File: src/rtl/vga_timing_pkg.sv
// Shared raster timing constants, the pixel coordinate type and the helpers
// that derive totals and sync windows from porch/sync widths.
package vga_timing_pkg;

  // Width of every raster coordinate (column and line).
  localparam int COORD_W = 10;

  typedef logic [COORD_W-1:0] coord_t;

  // Total length of one axis: visible + front porch + sync + back porch.
  function automatic int axis_total(input int vis, input int fp, input int sync_w, input int bp);
    return vis + fp + sync_w + bp;
  endfunction

  // First coordinate of the sync pulse on an axis.
  function automatic int sync_first(input int vis, input int fp);
    return vis + fp;
  endfunction

  // Last coordinate (inclusive) of the sync pulse on an axis.
  function automatic int sync_last(input int vis, input int fp, input int sync_w);
    return vis + fp + sync_w - 1;
  endfunction

  // Inclusive window test on unsigned coordinates.
  function automatic logic in_window(input coord_t v, input coord_t lo, input coord_t hi);
    return (v >= lo) && (v <= hi);
  endfunction

  // 640x480 @ 60 Hz defaults with a 50 MHz system clock.
  localparam int DEF_CLK_DIV   = 2;

  localparam int DEF_H_VISIBLE = 640;
  localparam int DEF_H_FP      = 16;
  localparam int DEF_H_SYNC    = 96;
  localparam int DEF_H_BP      = 48;

  localparam int DEF_V_VISIBLE = 480;
  localparam int DEF_V_FP      = 10;
  localparam int DEF_V_SYNC    = 2;
  localparam int DEF_V_BP      = 33;

  localparam int H_TOTAL      = axis_total(DEF_H_VISIBLE, DEF_H_FP, DEF_H_SYNC, DEF_H_BP);
  localparam int V_TOTAL      = axis_total(DEF_V_VISIBLE, DEF_V_FP, DEF_V_SYNC, DEF_V_BP);
  localparam int H_SYNC_START = sync_first(DEF_H_VISIBLE, DEF_H_FP);
  localparam int H_SYNC_END   = sync_last(DEF_H_VISIBLE, DEF_H_FP, DEF_H_SYNC);
  localparam int V_SYNC_START = sync_first(DEF_V_VISIBLE, DEF_V_FP);
  localparam int V_SYNC_END   = sync_last(DEF_V_VISIBLE, DEF_V_FP, DEF_V_SYNC);

endpackage

File: src/rtl/vga_timing_gen_counter.sv
// Generic modulo-N axis counter. Advances only when enabled and reports the
// enabled step that takes it from N-1 back to 0. The next-state value is
// exported so the parent can register decodes aligned with the count.
module vga_axis_counter
  import vga_timing_pkg::*;
#(
  parameter int N = H_TOTAL
) (
  input  logic   i_clk,
  input  logic   i_rst,
  input  logic   i_en,
  output coord_t o_count,
  output coord_t o_count_next,
  output logic   o_wrap
);

  coord_t r_count;
  coord_t w_next;
  logic   w_at_max;

  assign w_at_max = (r_count == coord_t'(N - 1));
  assign o_wrap   = i_en & w_at_max;

  // Next count: hold when idle, wrap N-1 -> 0, otherwise increment.
  always_comb begin
    w_next = r_count;
    if (i_en) begin
      if (w_at_max) w_next = '0;
      else          w_next = r_count + coord_t'(1);
    end
  end

  // Count register, cleared synchronously.
  always_ff @(posedge i_clk) begin
    if (i_rst) r_count <= '0;
    else       r_count <= w_next;
  end

  assign o_count      = r_count;
  assign o_count_next = w_next;

endmodule

File: src/rtl/vga_timing_gen.sv
// Raster timing producer: divides Clk down to the pixel rate, runs the
// column/line counters and registers hs/vs/blank/frame_start from the
// next-state counters so every output changes on the same Clk edge.
// CLK_DIV must be even and at least 2 for vga_clk to have a 50% duty.
module vga_timing_gen
  import vga_timing_pkg::*;
#(
  parameter int CLK_DIV   = DEF_CLK_DIV,
  parameter int H_VISIBLE = DEF_H_VISIBLE,
  parameter int H_FP      = DEF_H_FP,
  parameter int H_SYNC    = DEF_H_SYNC,
  parameter int H_BP      = DEF_H_BP,
  parameter int V_VISIBLE = DEF_V_VISIBLE,
  parameter int V_FP      = DEF_V_FP,
  parameter int V_SYNC    = DEF_V_SYNC,
  parameter int V_BP      = DEF_V_BP
) (
  input  logic       Clk,
  input  logic       Reset,
  output logic       vga_clk,
  output logic [9:0] DrawX,
  output logic [9:0] DrawY,
  output logic       blank,
  output logic       hs,
  output logic       vs,
  output logic       sync,
  output logic       frame_start
);

  localparam int DIV_W   = $clog2(CLK_DIV);
  localparam int HTOT    = axis_total(H_VISIBLE, H_FP, H_SYNC, H_BP);
  localparam int VTOT    = axis_total(V_VISIBLE, V_FP, V_SYNC, V_BP);
  localparam int HS_LO   = sync_first(H_VISIBLE, H_FP);
  localparam int HS_HI   = sync_last(H_VISIBLE, H_FP, H_SYNC);
  localparam int VS_LO   = sync_first(V_VISIBLE, V_FP);
  localparam int VS_HI   = sync_last(V_VISIBLE, V_FP, V_SYNC);

  logic [DIV_W-1:0] r_div_cnt;
  logic [DIV_W-1:0] w_div_next;
  logic             w_pixel_tick;

  coord_t w_x;
  coord_t w_y;
  coord_t w_x_next;
  coord_t w_y_next;
  logic   w_h_wrap;
  logic   w_v_wrap;
  logic   w_v_en;

  logic   r_vga_clk;
  logic   r_blank;
  logic   r_hs;
  logic   r_vs;
  logic   r_frame_start;

  // One pixel lasts CLK_DIV system clocks; the tick marks its last clock.
  assign w_pixel_tick = (r_div_cnt == DIV_W'(CLK_DIV - 1));
  assign w_div_next   = w_pixel_tick ? '0 : (r_div_cnt + DIV_W'(1));

  // Pixel-rate divider.
  always_ff @(posedge Clk) begin
    if (Reset) r_div_cnt <= '0;
    else       r_div_cnt <= w_div_next;
  end

  // Column counter steps once per pixel.
  vga_axis_counter #(
    .N (HTOT)
  ) u_h_cnt (
    .i_clk        (Clk),
    .i_rst        (Reset),
    .i_en         (w_pixel_tick),
    .o_count      (w_x),
    .o_count_next (w_x_next),
    .o_wrap       (w_h_wrap)
  );

  // Line counter steps only when the column wraps.
  assign w_v_en = w_pixel_tick & w_h_wrap;

  vga_axis_counter #(
    .N (VTOT)
  ) u_v_cnt (
    .i_clk        (Clk),
    .i_rst        (Reset),
    .i_en         (w_v_en),
    .o_count      (w_y),
    .o_count_next (w_y_next),
    .o_wrap       (w_v_wrap)
  );

  // Registered decodes of the next-state counters; vga_clk is high for the
  // second half of each pixel so DrawX/DrawY are settled at its rising edge.
  // The v-counter wrap already implies the (last col, last line) position,
  // so it doubles as the frame boundary strobe. Reset overrides a wrap.
  always_ff @(posedge Clk) begin
    if (Reset) begin
      r_vga_clk     <= 1'b0;
      r_blank       <= 1'b0;
      r_hs          <= 1'b1;
      r_vs          <= 1'b1;
      r_frame_start <= 1'b0;
    end else begin
      r_vga_clk     <= (w_div_next >= DIV_W'(CLK_DIV / 2));
      r_blank       <= (w_x_next < coord_t'(H_VISIBLE)) && (w_y_next < coord_t'(V_VISIBLE));
      r_hs          <= ~in_window(w_x_next, coord_t'(HS_LO), coord_t'(HS_HI));
      r_vs          <= ~in_window(w_y_next, coord_t'(VS_LO), coord_t'(VS_HI));
      r_frame_start <= w_v_wrap;
    end
  end

  assign vga_clk     = r_vga_clk;
  assign DrawX       = w_x;
  assign DrawY       = w_y;
  assign blank       = r_blank;
  assign hs          = r_hs;
  assign vs          = r_vs;
  assign sync        = 1'b0;
  assign frame_start = r_frame_start;

endmodule

File: config.mk
export PLATFORM = sky130hd
export DESIGN_NAME = vga_timing_gen
export DESIGN_NICKNAME = d
export VERILOG_FILES = /design/src/rtl/vga_timing_pkg.sv /design/src/rtl/vga_timing_gen_counter.sv /design/src/rtl/vga_timing_gen.sv
export SDC_FILE = /design/constraint.sdc
export NUM_CORES = 1
export LEC_CHECK = 0
export ABC_CLOCK_PERIOD_IN_PS = 3400
export CAP_MARGIN = 20
export CORE_MARGIN = 2
export CORE_UTILIZATION = 42
export DETAILED_ROUTE_END_ITERATION = 8
export GPL_TIMING_DRIVEN = 0
export PLACE_DENSITY = 0.79
export SLEW_MARGIN = 15
export SYNTH_ARGS = -nofsm -noshare
export SYNTH_HDL_FRONTEND = slang
export SYNTH_SLANG_ARGS = --single-unit
File: constraint.sdc
create_clock -name Clk -period 3.4 [get_ports Clk]
set_clock_uncertainty 0.1 [all_clocks]
set_input_delay 0.68 -clock Clk [delete_from_list [all_inputs] [get_ports Clk]]
set_output_delay 0.68 -clock Clk [all_outputs]
set_load 0.05 [all_outputs]
==> results by group, run 1 <==
Floorplanning
  • Core Footprint: 3100 um^2
  • IO Count: 28
  • Number of placement rows: 20
  • Die Y-Extent: 61.7 um
  • Die Width: 61.7 um
  • Initial Utilization: 45.1%
  • Die area: 3810 um^2

Global routing
  • GRT Overall Usage: 19.3%
  • First-pass GRT wire length: 5510 um
  • GR Overflow Total: 0
  • Largest net degree at the start of global routing: 14
  • Vias in the first global route: 1230
  • Initial antenna violation count: 0

Final layout
  • Layout area overhead: 23.7%
  • Antenna Cells: 0
  • Area of the multi-input gates: 856 um^2
  • Layout cell share with drive strength beyond 1: 7.49%
  • Post-route core utilization: 55.8%
  • Final cell count without fillers: 231
  • Sequential Area: 500 um^2
  • Post-layout nets: 193
  • Fill count: 307
  • Post-route cell area: 1730 um^2

Synth
  • Synth area leaders: dfxtp_1 (36%), xor2_1 (6.9%), nand4_1 (4.9%), nor2_1 (4.3%), nor4_4 (3.0%)
  • Most used DFF post-synth: dfxtp_1
  • Yosys reg bits: 25
  • Synthesized area per cell: 8.86 um^2
  • Mapped Area: 1400 um^2
  • Asr flop ratio synth: 0%
  • Most area-hungry cell type in the Yosys netlist: dfxtp_1
  • Count leader, synth: dfxtp_1
  • Post-synth top cells: dfxtp_1 (25), nor2_1 (16), nand4_1 (11), xor2_1 (11), nand2_1 (10)
  • Synth Instances: 158
  • Yosys top cell area share: 35.7%
  • YS warnings: 0
  • Yosys cell types: 46
  • Net Count, Synth: 163
  • Seq/Total Area, Yosys: 35.7%
  • Post-synth EDFFs: 0

Clocking
  • CTS tree: built
  • H-Tree Level Count: 1
  • Clock buffer depth: 2
  • CTS root buffer: clkbuf_4
  • Clk_lat worst skew: 0.32 ns
  • Post-cts sizing count: 0
  • Reg clk slew, reported paths: 0.14 ns
  • Postcts setup bufs: 0
  • Sink Count: 25
  • CTS buffer count: 3
  • Post-CTS Hold Buffers: 0

Power
  • Sw Ratio: 26.2%
  • Sequential share of power: 62.4%
  • Total power: 485 uW
  • Clock power frac: 28.1%
  • Worst IR Drop VDD: 0.000316 V
  • Pwr Density: 280 nW/um^2
  • P_leak: 0.615 nW
  • Combinational cell fraction of total power: 9.5%
  • Pint: 358 uW
  • P_sw: 127 uW

Setup path
  • Slowest cell on the critical path: clkdlybuf4s50_1
  • CP peak stage delay: 0.87 ns
  • Crit path kind: reg -> out
  • Worst path arrival time: 1.74 ns
  • Max FO, Critical Path: 7
  • Critical path launch point type: flop
  • Critical path's top delay family: buffers and inverters
  • CP cell instances: clkdlybuf4s50_1
  • Worst Path Buf+Inv: 1
  • Crit path required time: 2.62 ns
  • Setup crit end kind: output port

STA
  • Fin worst setup slack: 0.876 ns
  • RSZ-0062 raised after global routing: false
  • Min Tclk post-route: 2.52 ns
  • Slew Viols, Final: 0
  • Max Clk Rate: 396 MHz
  • Worst-Margin Slew: 0.594 ns
  • Final setup viols: 0
  • Final count of hold timing violations: 0
  • Slew headroom: 60.1%
  • Worst hold margin: 0.433 ns
  • Setup TNS: 0 ns
  • Fin crit share: 74.2%

Detailed routing
  • DR vias: 1325
  • Mean number of vias per cell: 5.74
  • DRC Markers: 0
  • Post-DR wirelength/cell: 14.6 um
  • Initial drt markers: 63
  • DR pass1 iterations: 4
  • Detail Route Antenna Nets: 0
  • WL final: 3370 um

Worst hold path
  • Hold Path Class: reg -> reg

Placement
  • Post-place setup slack: 1.10 ns
  • GP Congestion: 0.835
  • HPWL Detailed: 2440 um
  • Area of placed instances: 1710 um^2
  • Placed cell count: 227
  • Port bufs: 25

Run
  • Max-cap violations: 0

Status
  • Status: finished clean
==> registers in the layout (all words and copies together) (netlist names) <==
name	count
vs	1
frame_start	1
r_div_cnt	1
blank	1
u_v_cnt.o_count	10
u_h_cnt.o_count	10
hs	1
==> metal layers <==
| metal | wire [um] | global-route usage [%] | part of all wire (%) |
|---|---|---|---|
| met5 | 0 | 0 | 0 |
| met4 | 26 | 2.74 | 0.77 |
| met3 | 176 | 4.76 | 5.2 |
| met2 | 1710 | 35.5 | 51 |
| met1 | 1460 | 23.4 | 43 |
==> final timing paths <==
check | from | end | slack, ns | cells after the start
hold reg to reg | u_h_cnt.o_count[1] | u_h_cnt.o_count[1] | 0.43 | 2
hold / removal | u_h_cnt.o_count[1] | u_h_cnt.o_count[1] | 0.43 | 2
setup reg to reg | u_h_cnt.o_count[0] | blank | 1.06 | 6
setup / recovery | u_h_cnt.o_count[2] | DrawX[2] | 0.88 | 1
==> cell families after synthesis <==
group	share of synthesized area [%]
other	0.268
xor gates and xnor gates	8.13
muxes	0.715
DFF	35.7
AOI/OAI and AO/OA	11.3
buffers and inverters	3.13
adders and majority gates	2.68
and+or+nand+nor	38.1
==> area by class of cell <==
| class | instances | area share (%) |
|---|---|---|
| repair buffers | 25 | 14.5 |
| inverters | 3 | 0.650 |
| multi-input cells | 123 | 49.4 |
| well taps | 44 | 3.18 |
| clock buffers | 4 | 1.52 |
| flip-flops and latches | 25 | 28.9 |
| plain buffers | 7 | 1.88 |
==> worst reg2reg max path: cells and delay by family (launching register included) <==
kind,cells,cell delay [ns]
adders and majority gates,1,0.30
DFF,1,0.43
and+or+nand+nor,4,1.12
AOI/OAI and AO/OA,1,0.28
==> placed cells by master, fill, tap and decap left out, types with 2 or more instances in the layout <==
cell type / synthesis / routed
nor4_4: 2 / 2
inv_1: 3 / 3
nand3b_1: 3 / 3
nand4b_1: 3 / 3
clkbuf_1: 3 / 4
a21oi_1: 8 / 8
nor4_1: 2 / 2
xnor2_1: 2 / 2
a21o_1: 3 / 3
buf_2: 2 / 2
nand2b_1: 3 / 3
xor2_1: 11 / 11
and3_1: 5 / 5
clkbuf_4: 0 / 3
nor2_1: 16 / 16
nand2_1: 10 / 10
and2_1: 3 / 3
ha_1: 3 / 3
nand3_1: 8 / 8
o21ai_0: 4 / 4
dfxtp_1: 25 / 25
nand4bb_1: 2 / 2
nor3_1: 3 / 3
clkdlybuf4s50_1: 0 / 25
nand4_1: 11 / 11
==> power groups by stage <==
stage / logic, mW / clock network [mW] / registers (mW)
CTS: 0.0463 / 0.139 / 0.303
floorplan: 0.0184 / 0 / 0.323
finish: 0.0461 / 0.136 / 0.302
global route: 0.0491 / 0.148 / 0.303
detailed placement: 0.0463 / 0 / 0.309
global placement: 0.0459 / 0 / 0.309
No activity file was read; power rests on OpenSTA's default activity.
==> run 2, diff against run 1 <==
--- a/config.mk
+++ b/config.mk
@@ -5,7 +5,7 @@
 export SDC_FILE = /design/constraint.sdc
 export NUM_CORES = 1
 export LEC_CHECK = 0
-export ABC_CLOCK_PERIOD_IN_PS = 3400
+export ABC_CLOCK_PERIOD_IN_PS = 2500
 export CAP_MARGIN = 20
 export CORE_MARGIN = 2
 export CORE_UTILIZATION = 42
==> constraint.sdc (replaced) <==
create_clock -name Clk -period 2.5 [get_ports Clk]
set_clock_uncertainty 0.1 [all_clocks]
set_input_delay 0.5 -clock Clk [delete_from_list [all_inputs] [get_ports Clk]]
set_output_delay 0.5 -clock Clk [all_outputs]
set_load 0.05 [all_outputs]
==> run 2 against run 1 <==
  * Clock power rose by 36%
  * First-iteration DRC count is 21% lower
  * Worst setup slack lost 0.72 ns
  * Sequential cell count did not move
  * Non-clock buffer count up 3
  * Count of clock-buffer cells in the layout stayed put
  * Power up 36%
  * Sequential power grew 36%
  * Final cell count is 1.3% higher
==> results by group, run 2 (synthesis gave the netlist of run 1 again) <==
Power
  • Combinational cell fraction of total power: 9.5% (about the same)
  • Pwr Density: 376 nW/um^2 (+34%)
  • Sw Ratio: 26.3% (+0.058 points)
  • P_leak: 0.631 nW (+2.7%)
  • Worst IR Drop VDD: 0.000431 V (+36%)
  • P_sw: 173 uW (+36%)
  • Clock power frac: 28.1% (about the same)
  • Sequential share of power: 62.4% (about the same)
  • Pint: 486 uW (+36%)
  • Total power: 660 uW (+36%)

STA
  • Min Tclk post-route: 2.35 ns
  • RSZ-0062 raised after global routing: false
  • Fin worst setup slack: 0.154 ns (-0.722 ns)
  • Worst-Margin Slew: 0.531 ns (-0.0637 ns)
  • Slew Viols, Final: 0 (unchanged)
  • Final count of hold timing violations: 0 (unchanged)
  • Slew headroom: 64.6% (+4.5 points)
  • Final setup viols: 0 (unchanged)
  • Fin crit share: 93.8%
  • Setup TNS: 0 ns (unchanged)
  • Worst hold margin: 0.436 ns (+0.00280 ns)
  • Max Clk Rate: 426 MHz

Clocking
  • CTS buffer count: 3 (unchanged)
  • Reg clk slew, reported paths: 0.14 ns (about the same)
  • Clk_lat worst skew: 0.32 ns (about the same)
  • Post-cts sizing count: 0 (unchanged)
  • CTS root buffer: clkbuf_4
  • Clock buffer depth: 2 (unchanged)
  • CTS tree: built
  • Sink Count: 25 (unchanged)
  • H-Tree Level Count: 1 (unchanged)

Detailed routing
  • Mean number of vias per cell: 5.71 (-0.39%)
  • WL final: 3430 um (+1.8%)
  • DR vias: 1337 (+0.91%)
  • DR pass1 iterations: 5 (+1)
  • Initial drt markers: 50 (-21%)
  • Post-DR wirelength/cell: 14.6 um (+0.51%)
  • DRC Markers: 0 (unchanged)
  • Detail Route Antenna Nets: 0 (unchanged)

Final layout
  • Sequential Area: 500 um^2 (unchanged)
  • Commonest cells after routing, fill and taps aside: dfxtp_1 (25), clkdlybuf4s50_1 (25), nor2_1 (16)
  • Layout area overhead: 25.3%
  • Antenna Cells: 0 (unchanged)
  • Post-route core utilization: 56.5% (+0.73 points)
  • Final cell count without fillers: 234 (+1.3%)
  • Post-layout nets: 196 (+1.6%)
  • Layout cell share with drive strength beyond 1: 8.95% (+1.5 points)
  • Fill count: 305 (-0.65%)
  • Area of the multi-input gates: 856 um^2 (unchanged)
  • Post-route cell area: 1750 um^2 (+1.3%)

Run
  • Max-cap violations: 0 (unchanged)

Floorplanning
  • Die Y-Extent: 61.7 um (unchanged)
  • Core Footprint: 3100 um^2 (unchanged)
  • Die Width: 61.7 um (unchanged)
  • IO Count: 28 (unchanged)
  • Number of placement rows: 20 (unchanged)
  • Die area: 3810 um^2 (unchanged)
  • Initial Utilization: 45.1% (unchanged)

Global routing
  • Largest net degree at the start of global routing: 14 (unchanged)
  • GRT Overall Usage: 19.3% (unchanged)
  • GR Overflow Total: 0 (unchanged)
  • Initial antenna violation count: 0 (unchanged)
  • Vias in the first global route: 1230 (unchanged)
  • First-pass GRT wire length: 5510 um (unchanged)

Setup path
  • Setup crit end kind: output port
  • CP cell instances: clkdlybuf4s50_1
  • Worst r2r src: u_h_cnt.o_count[0]
  • Critical path launch point type: flop
  • Crit path kind: reg -> out
  • CP peak stage delay: 0.87 ns (about the same)
  • Critical path's top delay family: buffers and inverters
  • Slowest cell on the critical path: clkdlybuf4s50_1
  • Max FO, Critical Path: 7 (unchanged)
  • Worst path arrival time: 1.75 ns (about the same)
  • Worst Path Buf+Inv: 1 (unchanged)
  • Critical Path Source: u_h_cnt.o_count[2]
  • Crit path required time: 1.90 ns (-0.72 ns)

Placement
  • Port bufs: 25 (unchanged)
  • Area of placed instances: 1710 um^2 (unchanged)
  • HPWL Detailed: 2440 um (unchanged)
  • Placed cell count: 227 (unchanged)
  • GP Congestion: 0.835 (unchanged)
  • Post-place setup slack: 0.197 ns (-0.900 ns)

Worst hold path
  • Hold_sp: u_h_cnt.o_count[1]
  • Hold Path Class: reg -> reg

Status
  • Status: finished clean
[run 2: worst reg2reg max path, delay by kind of cell, from the launching register on]
kind                     cells  cell delay (ns)
AO/OA/AOI/OAI                1             0.28
flip-flops                   1             0.43
adder cells (fa/ha/maj)      1             0.30
buffers and inverters        1             0.20
AND/OR/NAND/NOR              4             0.78
[run 2: final cells by class]
cell class | count | share of cell area, %
inverters | 3 | 0.642
clock buffers | 4 | 1.50
plain buffers | 7 | 1.85
multi-input cells | 123 | 48.8
flip-flops and latches | 25 | 28.5
repair buffers | 28 | 15.5
well taps | 44 | 3.14
[run 2: path summary, 6_finish.rpt]
path	slack, ns	endpoint	cells after the start
setup reg to reg	0.31	blank	7
hold reg to reg	0.44	u_h_cnt.o_count[1]	2
hold / removal	0.44	u_h_cnt.o_count[1]	2
setup / recovery	0.15	DrawX[2]	1
[run 2: power groups by stage]
stage	Sequential (mW)	Combinational [mW]	Clock (mW)
CTS	0.411	0.0630	0.189
global route	0.413	0.0669	0.201
detailed placement	0.420	0.0629	0
global placement	0.420	0.0624	0
floorplan	0.439	0.0250	0
finish	0.411	0.0629	0.185
[run 2: layer usage]
layer  routed length, um  vias to the layer above  share of wire [%]  GRT usage [%]
met2                1770                       45                 52           35.5
met3                 162                        4                4.7           4.76
met4                  18                        0               0.53           2.74
met1                1480                      648                 43           23.4
met5                   0                        -                  0              0
li1                    -                      640                  -              -
[run 2: repair_timing]
action / 4_1_cts / 5_1_grt
endpoints found under the hold margin: 0 / 0
hold buffers: 0 / 0
buffers inserted: 0 / 3
setup endpoints to repair: 0 / 1
